[config.mk]
export PLATFORM = sky130hd
export DESIGN_NAME = cp0_nested_exc
export DESIGN_NICKNAME = d
export VERILOG_FILES = /design/src/rtl/cp0_nested_exc.sv
export SDC_FILE = /design/constraint.sdc
export NUM_CORES = 1
export LEC_CHECK = 0
export BUFFER_PORTS_ARGS = -buffer_cell sky130_fd_sc_hd__buf_4
export CORE_ASPECT_RATIO = 1.75
export CORE_MARGIN = 1.5
export CORE_UTILIZATION = 50
export CTS_BUF_LIST = sky130_fd_sc_hd__clkbuf_4 sky130_fd_sc_hd__clkbuf_8
export DETAILED_ROUTE_END_ITERATION = 8
export PLACE_DENSITY = 0.84
export SLEW_MARGIN = 20
export SYNTH_ARGS = -nofsm -noshare
export SYNTH_HDL_FRONTEND = slang
export SYNTH_SLANG_ARGS = --single-unit
[constraint.sdc]
create_clock -name clk -period 7.2 [get_ports clk]
set_clock_uncertainty 0.15 [all_clocks]
set_input_delay 1.44 -clock clk [delete_from_list [all_inputs] [get_ports clk]]
set_output_delay 1.44 -clock clk [all_outputs]
set_load 0.05 [all_outputs]
[src/rtl/cp0_nested_exc.sv]
// cp0_nested_exc: CP0 exception/interrupt controller with nested EPC/ExcCode stack
module cp0_nested_exc #(
   parameter int          NUM_HWINT = 6,
   parameter int          EPC_DEPTH = 4,
   parameter logic [31:0] PRID      = 32'h0000_0B0A
) (
   input  logic                        clk,
   input  logic                        reset,
   input  logic [4:0]                  a_rd,
   input  logic                        we,
   input  logic [31:0]                 din,
   input  logic [31:0]                 pc_m,
   input  logic                        bd,
   input  logic [4:0]                  exc_code_in,
   input  logic [NUM_HWINT-1:0]        hw_int,
   input  logic                        eret,
   output logic                        interrupt,
   output logic [31:0]                 epc,
   output logic [31:0]                 dout,
   output logic [$clog2(EPC_DEPTH):0]  level,
   output logic                        stack_ovf
);
   localparam int IW = $clog2(EPC_DEPTH);
   localparam int LW = IW + 1;
   localparam logic [LW-1:0] FULL = LW'(EPC_DEPTH);
   logic                 ie;
   logic                 ne;
   logic [NUM_HWINT-1:0] im;
   logic [NUM_HWINT-1:0] ip;
   logic                 cause_bd;
   logic [4:0]           exc_code;
   logic [31:0]          stk_epc [EPC_DEPTH];
   logic [4:0]           stk_code [EPC_DEPTH];
   logic [IW-1:0]        top;
   logic [IW-1:0]        wr_idx;
   logic                 hw_take;
   logic                 replace;
   logic                 grow;
   logic [31:0]          new_epc;
   logic [4:0]           pop_code;
   logic [31:0]          sr;
   logic [31:0]          cause;
   // take decision and stack addressing; a simultaneous eret turns a push into an in-place replace
   always_comb begin
      hw_take   = ie & (|(hw_int & im)) & ((level == '0) | ne);
      interrupt = (exc_code_in != 5'd0) | hw_take;
      replace   = eret & (level != '0);
      grow      = ~replace & (level != FULL);
      top       = (level == '0) ? '0 : IW'(level - LW'(1));
      wr_idx    = grow ? IW'(level) : top;
      new_epc   = (bd ? pc_m - 32'd4 : pc_m) & ~32'd3;
      pop_code  = (level == LW'(1)) ? 5'd0 : stk_code[IW'(level - LW'(2))];
      epc       = stk_epc[top];
   end
   // architectural SR/Cause views and the mfc0 read mux
   always_comb begin
      sr                   = '0;
      sr[0]                = ie;
      sr[1]                = level != '0;
      sr[2]                = ne;
      sr[9+NUM_HWINT:10]   = im;
      cause                = '0;
      cause[31]            = cause_bd;
      cause[9+NUM_HWINT:10] = ip;
      cause[6:2]           = exc_code;
      dout = (a_rd == 5'd12) ? sr :
             (a_rd == 5'd13) ? cause :
             (a_rd == 5'd14) ? epc :
             (a_rd == 5'd15) ? PRID : '0;
   end
   // state update: take beats pop and mtc0; mtc0 and eret may both apply
   always_ff @(posedge clk) begin
      if (!reset) begin
         ie        <= 1'b0;
         ne        <= 1'b0;
         im        <= '0;
         ip        <= '0;
         cause_bd  <= 1'b0;
         exc_code  <= 5'd0;
         level     <= '0;
         stack_ovf <= 1'b0;
         for (int i = 0; i < EPC_DEPTH; i++) begin
            stk_epc[i]  <= '0;
            stk_code[i] <= '0;
         end
      end else begin
         ip <= hw_int;
         if (interrupt) begin
            stk_epc[wr_idx]  <= new_epc;
            stk_code[wr_idx] <= exc_code_in;
            cause_bd         <= bd;
            exc_code         <= exc_code_in;
            level            <= level + LW'(grow);
            if (~replace & ~grow) stack_ovf <= 1'b1;
         end else begin
            if (replace) begin
               level    <= level - LW'(1);
               exc_code <= pop_code;
            end
            if (we && a_rd == 5'd12) begin
               ie <= din[0];
               ne <= din[2];
               im <= din[9+NUM_HWINT:10];
            end
            if (we && a_rd == 5'd14) stk_epc[top] <= din & ~32'd3;
         end
      end
   end
endmodule

* After elaboration in Yosys (flattened, before gate mapping)
Memories as Yosys holds them, arrays and structs flattened.
Cells that the tools add are included.
** Word-level totals
- Logic and storage cells :: 72
- Input port bits :: 85
- Flip-flop bits (word level) :: 24
- Memory bits (read-only) :: 0
- Bits in writable memories :: 140
- Bits in latches :: 0
- Memories :: 2
** Cells by class
- Divide/modulo/power cells :: 0
- Shift-type cells :: 0
- Add/sub/neg operators :: 4
- Equal/unequal tests :: 6
- Multipliers :: 0
- Muxes and demuxes :: 29
- Reduce and logical (&&, ||, !) cells :: 12
- Bitwise logic cells :: 11
- Order comparisons :: 0
** Memory list
- stk_epc :: depth 4, width 30, rd ports 1, clocked after Yosys merged registers in 0, wr ports 4, RTL line 32 : logic [31:0] stk_epc [EPC_DEPTH];
- stk_code :: depth 4, width 5, rd ports 1, clocked after Yosys merged registers in 0, wr ports 4, RTL line 33 : logic [4:0] stk_code [EPC_DEPTH];
** Operators by type and width (number)
- 2-to-1 mux 32 bit :: 4
- 2-to-1 mux 30 bit :: 2
- OR reduction 30 bit :: 2
- subtractor 32 x 3 -> 32 bit (second input constant) :: 1
- == test 5 x 4 -> 1 bit (second input constant) :: 4
- 2-to-1 mux 5 bit :: 4
- 2-to-1 mux 12 bit :: 1
- 2-to-1 mux 1 bit :: 11
- 2-to-1 mux 2 bit :: 5
- bitwise AND 6 bit :: 1
- 2-to-1 mux 3 bit :: 2
- OR reduction 6 bit :: 1
- bitwise AND 1 bit :: 5
- nonzero test 5 bit :: 1
- OR reduction 5 bit :: 1
- AND reduction 2 bit :: 2
- adder 3 x 1 -> 3 bit :: 1
- == test 3 x 1 -> 1 bit (second input constant) :: 1
- zero test 3 bit :: 1
- inequality test 3 bit (second input constant) :: 1
- inverter 1 bit :: 3
- nonzero test 3 bit :: 1
- subtractor 3 x 1 -> 3 bit (second input constant) :: 1
- logical AND 1 bit :: 2
- 3 further kinds :: 4

* Longest topological paths before layout
Gate-level depths: netlist of the first run.
- Word-level depth :: 11
- Mapped depth :: 13

* Worst setup path after synthesis of the first run
Ideal clock, no wire load.
- Path kind :: register to output
- From :: register level[0]
- To :: output port dout[11]
- Data arrival time :: 4.819 ns
- Path slack :: 0.791 ns
- Data required time :: 5.610 ns
- Path buffers :: 4
- Cell stages (with the launch flop) :: 13
- Cells stage by stage :: dfxtp_1 > buf_2 > inv_1 > buf_1 > ha_1 > ha_1 > buf_2 > nor2_1 > clkbuf_1 > nand2_1 > a31oi_1 > a211oi_1 > a211oi_1
** Between the ends
- Word-level cells in the longest chain between the ends :: 6
- Elaborated cells on any way between the ends :: 7
- Classes of those cells :: add/sub (1); mux (4); reduce/logical (1); memory (1)
** RTL lines
- start, declared :: RTL line 20 : output logic [$clog2(EPC_DEPTH):0] level,
- start signal, assigned :: RTL line 93 : level <= level + LW'(grow);
- start signal, assigned :: RTL line 97 : level <= level - LW'(1);
- subtractor 3 x 1 -> 3 bit or zero test 3 bit (tied branches)
- 2-to-1 mux 2 bit (*) :: RTL line 49 : top = (level == '0) ? '0 : IW'(level - LW'(1));
- memory (4 x 30 bit) (*)
- named net epc[11] :: RTL line 18 : output logic [31:0] epc,
- 2-to-1 mux 32 bit (*) :: RTL line 68 : (a_rd == 5'd14) ? epc :
- 2-to-1 mux 32 bit (*) :: RTL line 67 : (a_rd == 5'd13) ? cause :
- 2-to-1 mux 32 bit (*) :: RTL line 66 : dout = (a_rd == 5'd12) ? sr :
- end, declared :: RTL line 19 : output logic [31:0] dout,
The timed path passes the listed nets; every way through them passes the cells marked *.

* Worst setup path after layout of the first run
- From :: register level[1]
- To :: output port dout[15]
** Between the ends
- Word-level cells in the longest chain between the ends :: 6
- Elaborated cells on any way between the ends :: 7
- Classes of those cells :: add/sub (1); mux (4); reduce/logical (1); memory (1)
** RTL lines (RTL line)
- subtractor 3 x 1 -> 3 bit or zero test 3 bit (tied branches)
- 2-to-1 mux 2 bit (*) :: 49
- memory (4 x 30 bit) (*)
- 2-to-1 mux 32 bit (*) :: 68
- 2-to-1 mux 32 bit (*) :: 67
- 2-to-1 mux 32 bit (*) :: 66
Mark *: on every way between the ends. The rest lies on a longest branch, timed or not.

==> out/qor.log, run 1 <==
[status] run status complete, no violations
[synthesis] Most used DFF post-synth sky130_fd_sc_hd__edfxtp_1
[layout] final standard cell count with taps included and fillers excluded 1214
[global_routing] wire length of the first global-routing pass 37500 µm
[layout] Filler cells 1429
[routing] top routing layer in use met4
[synthesis] leading post-synthesis cells by instance count 140 x sky130_fd_sc_hd__edfxtp_1, 97 x sky130_fd_sc_hd__nand2_1, 81 x sky130_fd_sc_hd__a21oi_1
[routing] total length of routed met2 wires 13200 µm
[placement] Port Buffers 148
[setup_path] CP max FO 20
[setup_path] kind of start point of the critical path register
[min_path] Tightest Hold Check Type register to register
[global_routing] combined global-route utilization of all metal layers 28.1%
[setup_path] Setup CP Type register to output port
[placement] worst slack, placed 2.22 ns
[timing] Final setup viols 0
[setup_path] Req. time, crit path 5.61 ns
[power_and_ir_drop] peak ir drop on the vdd network 0.000405 V
[synthesis] largest area contributor in the netlist sky130_fd_sc_hd__edfxtp_1
[routing] total routed wire length on the met1 layer 8460 µm
[routing] total vias in the final route 7471
[layout] end-of-flow core utilization 61.2%
[global_routing] antenna violations before repair 0
[power_and_ir_drop] PwrDens 442 mW/mm²
[layout] final design instance area without fill 0.0104 mm²
[power_and_ir_drop] static leakage 3.98 nW
[clocking] CTS Sinks 164
[layout] fraction of layout cells with a size suffix above 1 22.8%
[routing] first-pass iteration count of the detailed router 5
[setup_path] Setup crit end kind output port
[routing] count of antenna-violating nets left after detailed routing 0
[synthesis] ranking of synthesized cells by area sky130_fd_sc_hd__edfxtp_1 48%, sky130_fd_sc_hd__dfxtp_1 5.5%, sky130_fd_sc_hd__a21oi_1 4.6%
[die] total die area 0.0183 mm²
[synthesis] number of different library cells in the post-synthesis netlist 64
[clocking] clock buffer depth 2
[global_routing] maximum number of pins on one net before global-route repair 47
[die] height of the die 178 µm
[die] Site Rows 63
[setup_path] Reg2Reg Launch Point level[1]$_SDFFE_PN0P_
[placement] post-placement cell count 1182
[placement] standard cell area after detailed placement 0.00999 mm²
[timing] unrepaired setup endpoints after global routing no
[routing] average wire per standard cell 21.0 µm
[placement] detailed placer's ending HPWL 17400 µm
[timing] Final Hold Vio Count 0
[clocking] Post CTS Setup Buffer Count 0
[timing] Pins Over Slew Limit 0
[timing] Worst Slack Setup Final 1.96 ns
[clocking] clk root buf sky130_fd_sc_hd__clkbuf_8
[synthesis] Post-synth EDFFs 140
[synthesis] synthesized area per cell 10.2 µm²
[routing] detailed route wirelength on metal3 1900 µm
[setup_path] arrival time of data at the critical path endpoint 3.65 ns
[min_path] cell depth of the worst hold path 2
[synthesis] cell area after synthesis 0.00874 mm²
[synthesis] Syn. warnings 0
[placement] RePlAce Congestion 0.910
[global_routing] via count of the first global-routing pass 7049
[synthesis] cell count after synthesis 860
[min_path] launch instance of the worst min-delay path stack_ovf$_SDFFE_PN0P_
[layout] nets@finish 1065
[die] I/O pin count 154
[synthesis] async set or reset register ratio after synthesis 0%
[synthesis] share of the yosys chip area belonging to registers 53.6%
[synthesis] dominant cell by count in the synthesized netlist sky130_fd_sc_hd__edfxtp_1
[clocking] insertion delay of the later-clocked pin in the worst-skew pair 0.47 ns
[timing] Slew @ Worst Pin 1.10 ns
[power_and_ir_drop] post-route total power 4.61 mW
[clocking] CTS hold repair buffers 0
[clocking] clock tree from TritonCTS built
[timing] fraction of the cycle the final worst path needs 72.7%
[layout] Area growth, synth to finish 19.3%
[setup_path] setup slack of the most critical reg-to-reg path 2.69 ns
[layout] total inserted antenna cells 0
[synthesis] register bit total from synthesis 164
[routing] Routed WL 25500 µm
[timing] highest attainable clock frequency 0.191 GHz
[setup_path] reg2reg path depth 9
[min_path] WHS Endpoint stack_ovf$_SDFFE_PN0P_
[synthesis] top-area cell type share of the netlist area 48.1%
[die] Initial Utilization 51.3%
[timing] fin crit period 5.24 ns
[clocking] number of buffers created by CTS 17
[clocking] CTS H-tree depth 4
[timing] worst hold slack after final layout 0.362 ns
[timing] tightest slew margin relative to the limit 26.5%
[die] horizontal die dimension 103 µm
[clocking] clock slew at reported path FFs 0.10 ns
[timing] accumulated negative setup slack 0 ns
[die] area of the placeable core 0.0170 mm²
[clocking] number of gates resized after CTS 0
[routing] number of design rule violations left after detail routing 0
[routing] first-iteration detailed-routing DRC count 588
[flow_run] max-capacitance violation count 0
[routing] detailed-route vias per instance 6.15
[global_routing] GRT Residual Overflow 0
[setup_path] capture instance of the worst register-to-register path stk_epc[1][5]$_SDFFCE_PN0P_
==> sequential cells by signal (all words and copies together), names as in the netlist <==
| register | cells |
|---|---|
| cause_bd | 1 |
| exc_code | 5 |
| ie | 1 |
| im | 6 |
| ip | 6 |
| level | 3 |
| ne | 1 |
| stack_ovf | 1 |
| stk_code | 20 |
| stk_epc | 120 |
==> report_power, final <==
part / switching, mW / internal, mW / leakage, nW
combinational: 1.84 / 0.684 / 2.11
sequential: 0.0676 / 1.30 / 1.65
clock: 0.391 / 0.332 / 0.220
==> area by class of cell <==
class                           count  area [µm²]  share of cell area [%]
Clock inverter                     14         189                    1.81
Multi-Input combinational cell    607        3730                    35.8
Inverter                           24        90.1                   0.864
Tap cell                          227         284                    2.72
Sequential cell                   164        4690                    44.9
Timing Repair Buffer              160        1200                    11.5
Clock buffer                       18         241                    2.32
==> kinds of logic after synthesis <==
| logic type | after synthesis | synth area share, % |
|---|---|---|
| compound gates | 206 | 15.0 |
| xor+xnor | 13 | 1.30 |
| fa+ha+maj | 6 | 0.859 |
| buf+inv | 90 | 4.22 |
| flops | 164 | 53.6 |
| mux | 32 | 4.47 |
| other cells | 1 | 0.0429 |
| simple gates | 348 | 20.5 |
==> critical path, cell delays in order (launching register included) <==
cell and delay (ns):
sky130_fd_sc_hd__dfxtp_1 0.59, sky130_fd_sc_hd__inv_1 0.16, sky130_fd_sc_hd__ha_1 0.26, sky130_fd_sc_hd__ha_1 0.34, sky130_fd_sc_hd__nor2_4 0.52, sky130_fd_sc_hd__buf_4 0.32, sky130_fd_sc_hd__nand2_1 0.08, sky130_fd_sc_hd__a31oi_1 0.39
sky130_fd_sc_hd__a22oi_1 0.15, sky130_fd_sc_hd__o21ai_0 0.17, sky130_fd_sc_hd__buf_4 0.22
==> cells in the final DEF, fill, tap and decap left out, drive strengths merged, types with 5 or more instances in the layout <==
| cell type | Yosys | final |
|---|---|---|
| buf | 28 | 160 |
| edfxtp | 140 | 140 |
| nand2 | 97 | 97 |
| a21oi | 81 | 81 |
| nor2 | 78 | 78 |
| and2 | 40 | 40 |
| inv | 24 | 31 |
| o21ai | 30 | 30 |
| mux2i | 27 | 27 |
| nand3 | 26 | 26 |
| a31oi | 25 | 25 |
| dfxtp | 24 | 24 |
| a211oi | 20 | 20 |
| nor3 | 19 | 19 |
| and3 | 18 | 18 |
| clkbuf | 38 | 18 |
| nor4 | 14 | 14 |
| a22oi | 11 | 11 |
| o31a | 10 | 10 |
| o211ai | 9 | 9 |
| and4 | 8 | 8 |
| xnor2 | 8 | 8 |
| or3 | 8 | 8 |
| nand4 | 7 | 7 |
| ha | 6 | 6 |
| nor2b | 5 | 5 |
| xor2 | 5 | 5 |
| mux4 | 5 | 5 |
| clkinv | 0 | 5 |
==> how the worst max path moves through the flow <==
stage / depth (start not counted) / to / start
floorplan: 12 / dout[11] / level[0]$_SDFFE_PN0P_
global placement: 7 / stk_epc[1][22]$_SDFFCE_PN0P_ / a_rd[0]
detailed placement: 7 / stk_epc[1][29]$_SDFFCE_PN0P_ / a_rd[0]
CTS: 10 / dout[15] / level[1]$_SDFFE_PN0P_
global route: 9 / dout[11] / level[1]$_SDFFE_PN0P_
finish: 10 / dout[15] / level[1]$_SDFFE_PN0P_
==> routing by layer <==
metal,global-route usage [%],vias up
li1,-,3416
met1,29.8,3517
met2,48.9,443
met3,4.41,95
met4,20.7,0
met5,0,-
(Power assumes the default switching activity.)
==> run 2, diff against run 1 <==
--- a/config.mk
+++ b/config.mk
@@ -11,7 +11,7 @@
 export CORE_UTILIZATION = 50
 export CTS_BUF_LIST = sky130_fd_sc_hd__clkbuf_4 sky130_fd_sc_hd__clkbuf_8
 export DETAILED_ROUTE_END_ITERATION = 8
-export PLACE_DENSITY = 0.84
+export PLACE_DENSITY = 0.86
 export SLEW_MARGIN = 20
 export SYNTH_ARGS = -nofsm -noshare
 export SYNTH_HDL_FRONTEND = slang
==> constraint.sdc (replaced) <==
create_clock -name clk -period 4.3 [get_ports clk]
set_clock_uncertainty 0.15 [all_clocks]
set_input_delay 0.86 -clock clk [delete_from_list [all_inputs] [get_ports clk]]
set_output_delay 0.86 -clock clk [all_outputs]
set_load 0.05 [all_outputs]
==> out/qor.log, run 2 (synthesis results as in run 1) <==
[routing] first-iteration detailed-routing DRC count 597 [+1.5%]
[timing] highest attainable clock frequency 0.245 GHz
[timing] Final setup viols 0 [unchanged]
[layout] Area growth, synth to finish 24.7%
[timing] Pins Over Slew Limit 0 [unchanged]
[setup_path] kind of start point of the critical path register
[layout] biggest regs stk_epc: 120 flops, stk_code: 20 flops
[routing] total vias in the final route 7521 [+0.67%]
[global_routing] antenna violations before repair 0 [unchanged]
[die] Site Rows 63 [unchanged]
[timing] tightest slew margin relative to the limit 20.3% [-6.3 points]
[power_and_ir_drop] sw frac 49.8% [about the same]
[power_and_ir_drop] post-route total power 8.19 mW [+78%]
[timing] Worst Slack Setup Final 0.224 ns [-1.74 ns]
[placement] Port Buffers 148 [unchanged]
[die] Initial Utilization 51.3% [unchanged]
[status] run status complete, no violations
[setup_path] cell-by-cell listing of the critical path inv_1 > ha_1 > ha_1 > or2_2 > buf_4 > a211oi_1 > a31oi_4 > a22oi_1 > o21ai_4 > buf_4
[clocking] Post CTS Setup Buffer Count 0 [unchanged]
[setup_path] logic depth of the worst path, buffers included 10 [unchanged]
[setup_path] maximum cell stage delay along the critical path 0.42 ns [-0.17 ns]
[global_routing] wire length of the first global-routing pass 37800 µm [+0.68%]
[clocking] clock slew at reported path FFs 0.11 ns [about the same]
[die] total die area 0.0183 mm² [unchanged]
[global_routing] GRT Residual Overflow 0 [unchanged]
[placement] RePlAce Congestion 0.944 [+3.8%]
[routing] Routed WL 25400 µm [-0.52%]
[setup_path] arrival time of data at the critical path endpoint 3.07 ns [-0.58 ns]
[setup_path] Setup crit end kind output port
[clocking] number of buffers created by CTS 17 [unchanged]
[clocking] CTS Sinks 164 [unchanged]
[routing] detailed-route vias per instance 6.11 [-0.64%]
[power_and_ir_drop] part of the total power dissipated in sequential elements 27.7% [-1.9 points]
[min_path] Tightest Hold Check Type register to register
[clocking] clock buffer depth 2 [unchanged]
[layout] Top reg by flops stk_epc
[setup_path] family of cells with the greatest summed delay on the critical path compound AO/OA/AOI/OAI gates
[setup_path] setup slack of the most critical reg-to-reg path 0.62 ns [-2.07 ns]
[power_and_ir_drop] Net Switching 4.08 mW [+78%]
[layout] most frequent cells in the layout 175 x sky130_fd_sc_hd__buf_4, 140 x sky130_fd_sc_hd__edfxtp_1, 97 x sky130_fd_sc_hd__nand2_1, 75 x sky130_fd_sc_hd__nor2_1, 64 x sky130_fd_sc_hd__a21oi_1
[global_routing] via count of the first global-routing pass 7249 [+2.8%]
[power_and_ir_drop] PwrDens 752 mW/mm² [+70%]
[power_and_ir_drop] static leakage 4.11 nW [+3.2%]
[min_path] launch instance of the worst min-delay path stack_ovf$_SDFFE_PN0P_
[placement] detailed placer's ending HPWL 17600 µm [+1.1%]
[min_path] WHS Endpoint stack_ovf$_SDFFE_PN0P_
[setup_path] Req. time, crit path 3.29 ns [-2.32 ns]
[routing] count of antenna-violating nets left after detailed routing 0 [unchanged]
[global_routing] combined global-route utilization of all metal layers 27.9% [-0.15 points]
[layout] fraction of layout cells with a size suffix above 1 29.1% [+6.3 points]
[layout] most frequent standard cell in the layout excluding fill and tap cells sky130_fd_sc_hd__buf_4
[timing] worst hold slack after final layout 0.390 ns [+0.0276 ns]
[routing] first-pass iteration count of the detailed router 6 [+1]
[min_path] cell depth of the worst hold path 2 [unchanged]
[layout] nets@finish 1081 [+1.5%]
[clocking] CTS H-tree depth 4 [unchanged]
[die] area of the placeable core 0.0170 mm² [unchanged]
[die] I/O pin count 154 [unchanged]
[clocking] clk root buf sky130_fd_sc_hd__clkbuf_8
[layout] Filler cells 1326 [-7.2%]
[timing] unrepaired setup endpoints after global routing no
[flow_run] max-capacitance violation count 0 [unchanged]
[power_and_ir_drop] part of the total power dissipated in the clock network 13.9% [-1.8 points]
[routing] average wire per standard cell 20.6 µm [-1.8%]
[setup_path] Buffers & Inverters on Critical Path 3 [unchanged]
[setup_path] Reg2Reg Launch Point level[1]$_SDFFE_PN0P_
[die] horizontal die dimension 103 µm [unchanged]
[clocking] CTS hold repair buffers 0 [unchanged]
[setup_path] CP max FO 30 [+50%]
[layout] number of flip-flops in the largest register 120 [unchanged]
[clocking] insertion delay of the later-clocked pin in the worst-skew pair 0.45 ns [-0.02 ns]
[clocking] clock tree from TritonCTS built
[timing] fin crit period 4.08 ns
[timing] fraction of the cycle the final worst path needs 94.8%
[power_and_ir_drop] internal power 4.11 mW [+78%]
[timing] Slew @ Worst Pin 1.20 ns [+0.0942 ns]
[setup_path] Crit-path slowest cell sky130_fd_sc_hd__a211oi_1
[setup_path] reg2reg path depth 9 [unchanged]
[power_and_ir_drop] proportion of power drawn by combinational gates 58.4% [+3.7 points]
[setup_path] capture instance of the worst register-to-register path stk_epc[2][28]$_SDFFCE_PN0P_
[layout] total inserted antenna cells 0 [unchanged]
[power_and_ir_drop] peak ir drop on the vdd network 0.000814 V [+100%]
[die] height of the die 178 µm [unchanged]
[placement] worst slack, placed 0.664 ns [-1.56 ns]
[timing] Final Hold Vio Count 0 [unchanged]
[routing] number of design rule violations left after detail routing 0 [unchanged]
[setup_path] Setup CP Type register to output port
[global_routing] maximum number of pins on one net before global-route repair 43 [-8.5%]
## run 2: metrics by stage
stage	instance area (µm²)	std cells	TNS, ns	util [%]
5_1_grt	10900	1230	0	64.0
3_3_place_gp	10500	1198	0	61.5
4_1_cts	10900	1230	0	64.0
3_5_place_dp	10500	1198	0	61.5
6_report	10900	1230	0	64.0
2_1_floorplan	9130	861	-0.0283	-
## run 2: power by group through the flow
stage          Clock (mW)  Combinational (mW)  Sequential [mW]
6_report             1.14                4.78             2.27
5_1_grt              1.20                5.01             2.29
4_1_cts              1.14                4.79             2.26
3_5_place_dp            0                4.77             2.30
3_3_place_gp            0                4.70             2.28
2_1_floorplan           0                3.31             2.33
## run 2: final cells by class
cell class | count | area, µm² | area share [%]
Multi-Input combinational cell | 607 | 4090 | 37.5
Clock buffer | 17 | 234 | 2.15
Clock inverter | 15 | 183 | 1.68
Tap cell | 227 | 284 | 2.61
Sequential cell | 164 | 4690 | 43.0
Inverter | 24 | 90.1 | 0.827
Timing Repair Buffer | 176 | 1330 | 12.2
## run 2: metal layers
metal	part of all wire, %	wire, µm	vias to the layer above	track usage, %
met5	0	0	-	0
met4	7.4	1880	0	20.0
met3	7.9	2000	88	4.61
met2	52	13200	412	49.2
met1	33	8300	3584	29.2
li1	-	-	3437	-
## run 2: how the worst max path moves through the flow
stage	startpoint	endpoint	slack (ns)
CTS	level[1]$_SDFFE_PN0P_	dout[15]	0.16
detailed placement	level[1]$_SDFFE_PN0P_	dout[15]	0.66
floorplan	level[0]$_SDFFE_PN0P_	dout[11]	-0.03
global placement	level[1]$_SDFFE_PN0P_	dout[15]	0.74
finish	level[1]$_SDFFE_PN0P_	dout[12]	0.22
global route	level[1]$_SDFFE_PN0P_	dout[13]	0.04
## run 2: tightest hold or removal path, stage by stage (launching register included)
cell	delay [ns]
sky130_fd_sc_hd__dfxtp_1	0.37
sky130_fd_sc_hd__a21oi_1	0.05
sky130_fd_sc_hd__nor2_1	0.08
## run 2: timing repair
item                                   in CTS  in global routing
setup endpoints to repair                   0                  1
endpoints found under the hold margin       0                  0
resized for setup                           0                  1
==> run 3, diff against run 2 <==
--- a/config.mk
+++ b/config.mk
@@ -12,6 +12,7 @@
 export CTS_BUF_LIST = sky130_fd_sc_hd__clkbuf_4 sky130_fd_sc_hd__clkbuf_8
 export DETAILED_ROUTE_END_ITERATION = 8
 export PLACE_DENSITY = 0.86
+export RECOVER_POWER = 100
 export SLEW_MARGIN = 20
 export SYNTH_ARGS = -nofsm -noshare
 export SYNTH_HDL_FRONTEND = slang
==> out/qor.log, run 3 (synthesis results as in run 1) <==
[clocking] insertion delay of the later-clocked pin in the worst-skew pair 0.45 ns [about the same]
[global_routing] via count of the first global-routing pass 7249 [unchanged]
[clocking] clock tree from TritonCTS built
[layout] end-of-flow core utilization 62.6% [-1.5 points]
[timing] Final Hold Vio Count 0 [unchanged]
[setup_path] Req. time, crit path 3.29 ns [about the same]
[timing] unrepaired setup endpoints after global routing no
[layout] Top reg by flops stk_epc
[clocking] number of buffers created by CTS 17 [unchanged]
[layout] most frequent cells in the layout 140 x sky130_fd_sc_hd__edfxtp_1, 105 x sky130_fd_sc_hd__buf_4, 97 x sky130_fd_sc_hd__nand2_1, 75 x sky130_fd_sc_hd__nor2_1, 65 x sky130_fd_sc_hd__a21oi_1
[status] run status finished, violations left
[routing] first-iteration detailed-routing DRC count 590 [-1.2%]
[setup_path] Reg2Reg Launch Point level[1]$_SDFFE_PN0P_
[clocking] CTS Sinks 164 [unchanged]
[layout] biggest regs stk_epc: 120 flops, stk_code: 20 flops
[setup_path] Setup crit end kind output port
[clocking] CTS H-tree depth 4 [unchanged]
[placement] RePlAce Congestion 0.944 [unchanged]
[placement] detailed placer's ending HPWL 17600 µm [unchanged]
[timing] fraction of the cycle the final worst path needs 95.6% [+0.79 points]
[clocking] Post CTS Setup Buffer Count 0 [unchanged]
[timing] tightest slew margin relative to the limit -12.6% [-33 points]
[placement] Port Buffers 148 [unchanged]
[die] horizontal die dimension 103 µm [unchanged]
[layout] nets@finish 1081 [unchanged]
[layout] total inserted antenna cells 0 [unchanged]
[setup_path] CP max FO 42 [+40%]
[routing] count of antenna-violating nets left after detailed routing 0 [unchanged]
[layout] fraction of layout cells with a size suffix above 1 25.3% [-3.8 points]
[timing] fin crit period 4.11 ns [+0.0339 ns]
[setup_path] arrival time of data at the critical path endpoint 3.10 ns [+0.03 ns]
[global_routing] combined global-route utilization of all metal layers 27.9% [unchanged]
[power_and_ir_drop] peak ir drop on the vdd network 0.000754 V [-7.4%]
[global_routing] GRT Residual Overflow 0 [unchanged]
[routing] total length of routed met2 wires 13200 µm [-0.16%]
[timing] Final setup viols 0 [unchanged]
[die] height of the die 178 µm [unchanged]
[power_and_ir_drop] PwrDens 744 mW/mm² [-1.0%]
[timing] Pins Over Slew Limit 39 [+39]
[flow_run] max-capacitance violation count 1 [+1]
[routing] number of design rule violations left after detail routing 0 [unchanged]
[routing] average wire per standard cell 20.7 µm [+0.22%]
[timing] highest attainable clock frequency 0.243 GHz [-0.83%]
[routing] detailed route wirelength on metal3 1930 µm [-3.5%]
[layout] Area growth, synth to finish 21.9%
[routing] detailed-route vias per instance 6.13 [+0.21%]
[clocking] clock buffer depth 2 [unchanged]
[setup_path] kind of start point of the critical path register
[power_and_ir_drop] post-route total power 7.92 mW [-3.3%]
[die] Initial Utilization 51.3% [unchanged]
[status] violations in the final reports capacitance limit, slew limit
[die] I/O pin count 154 [unchanged]
[layout] most frequent standard cell in the layout excluding fill and tap cells sky130_fd_sc_hd__edfxtp_1
[global_routing] antenna violations before repair 0 [unchanged]
[die] area of the placeable core 0.0170 mm² [unchanged]
[min_path] launch instance of the worst min-delay path stack_ovf$_SDFFE_PN0P_
[die] total die area 0.0183 mm² [unchanged]
[routing] Routed WL 25500 µm [+0.22%]
[timing] Slew @ Worst Pin 1.69 ns [+0.493 ns]
[clocking] clk root buf sky130_fd_sc_hd__clkbuf_8
[routing] total routed wire length on the met1 layer 8420 µm [+1.4%]
[routing] top routing layer in use met4
[layout] number of flip-flops in the largest register 120 [unchanged]
[setup_path] worst setup path startpoint level[0]$_SDFFE_PN0P_
[die] Site Rows 63 [unchanged]
[routing] first-pass iteration count of the detailed router 5 [-1]
[routing] total vias in the final route 7537 [+0.21%]
[min_path] Tightest Hold Check Type register to register
[global_routing] maximum number of pins on one net before global-route repair 43 [unchanged]
[setup_path] Setup CP Type register to output port
[global_routing] wire length of the first global-routing pass 37800 µm [unchanged]
[clocking] clock slew at reported path FFs 0.10 ns [about the same]
[power_and_ir_drop] static leakage 3.95 nW [-3.8%]
run 3: cell count changes in the layout (fill, tap and decap cells not counted), sizes merged:
cell	previous run	this run
buf	176	107
clkbuf	17	86
run 3: final cells by class:
| cell class | count | area (µm²) |
|---|---|---|
| Fill cell | 1393 | 6380 |
| Clock inverter | 15 | 183 |
| Sequential cell | 164 | 4690 |
| Inverter | 24 | 90.1 |
| Clock buffer | 17 | 234 |
| Multi-Input combinational cell | 607 | 4050 |
| Tap cell | 227 | 284 |
| Timing Repair Buffer | 176 | 1130 |
run 3: power breakdown:
| part | internal (mW) | switching [mW] | total (mW) |
|---|---|---|---|
| Clock | 0.495 | 0.647 | 1.14 |
| Combinational | 1.18 | 3.33 | 4.51 |
| Sequential | 2.17 | 0.0975 | 2.27 |
| Total | 3.85 | 4.07 | 7.92 |
run 3: critical path: stages (launching register included):
cell	delay (ns)
sky130_fd_sc_hd__dfxtp_4	0.35
sky130_fd_sc_hd__buf_4	0.54
sky130_fd_sc_hd__or2_2	0.56
sky130_fd_sc_hd__buf_4	0.28
sky130_fd_sc_hd__nand2_1	0.11
sky130_fd_sc_hd__a31oi_4	0.24
sky130_fd_sc_hd__nand2_1	0.13
sky130_fd_sc_hd__a21oi_4	0.14
sky130_fd_sc_hd__clkbuf_2	0.29
run 3: what timing repair did:
action / in CTS / in global routing
resized for setup: 0 / 1
endpoints found under the setup margin: 0 / 1
hold buffers: 0 / 0
run 3: final timing paths:
check | end | slack (ns) | cells past startpoint
worst min register to register | stack_ovf$_SDFFE_PN0P_ | 0.38 | 2
worst min-delay path | stack_ovf$_SDFFE_PN0P_ | 0.38 | 2
worst max-delay path | dout[3] | 0.19 | 8
worst max register to register | stk_epc[2][28]$_SDFFCE_PN0P_ | 0.39 | 9
run 3: stage by stage:
stage               setup WS, ns  hold slack, ns  cells  instance area [µm²]  TNS (ns)
finish                     0.190           0.378   1230                10700         0
global route              0.0239           0.397   1230                10700         0
CTS                        0.160           0.372   1230                10900         0
detailed placement         0.664           0.346   1198                10500         0
global placement           0.745           0.312   1198                10500         0
floorplan                -0.0283           0.282    861                 9130   -0.0283
run 3: metal layers:
metal,GRT usage [%],vias up
li1,-,3441
met1,29.2,3597
met2,49.2,408
met3,4.61,91
met4,20.0,0
met5,0,-
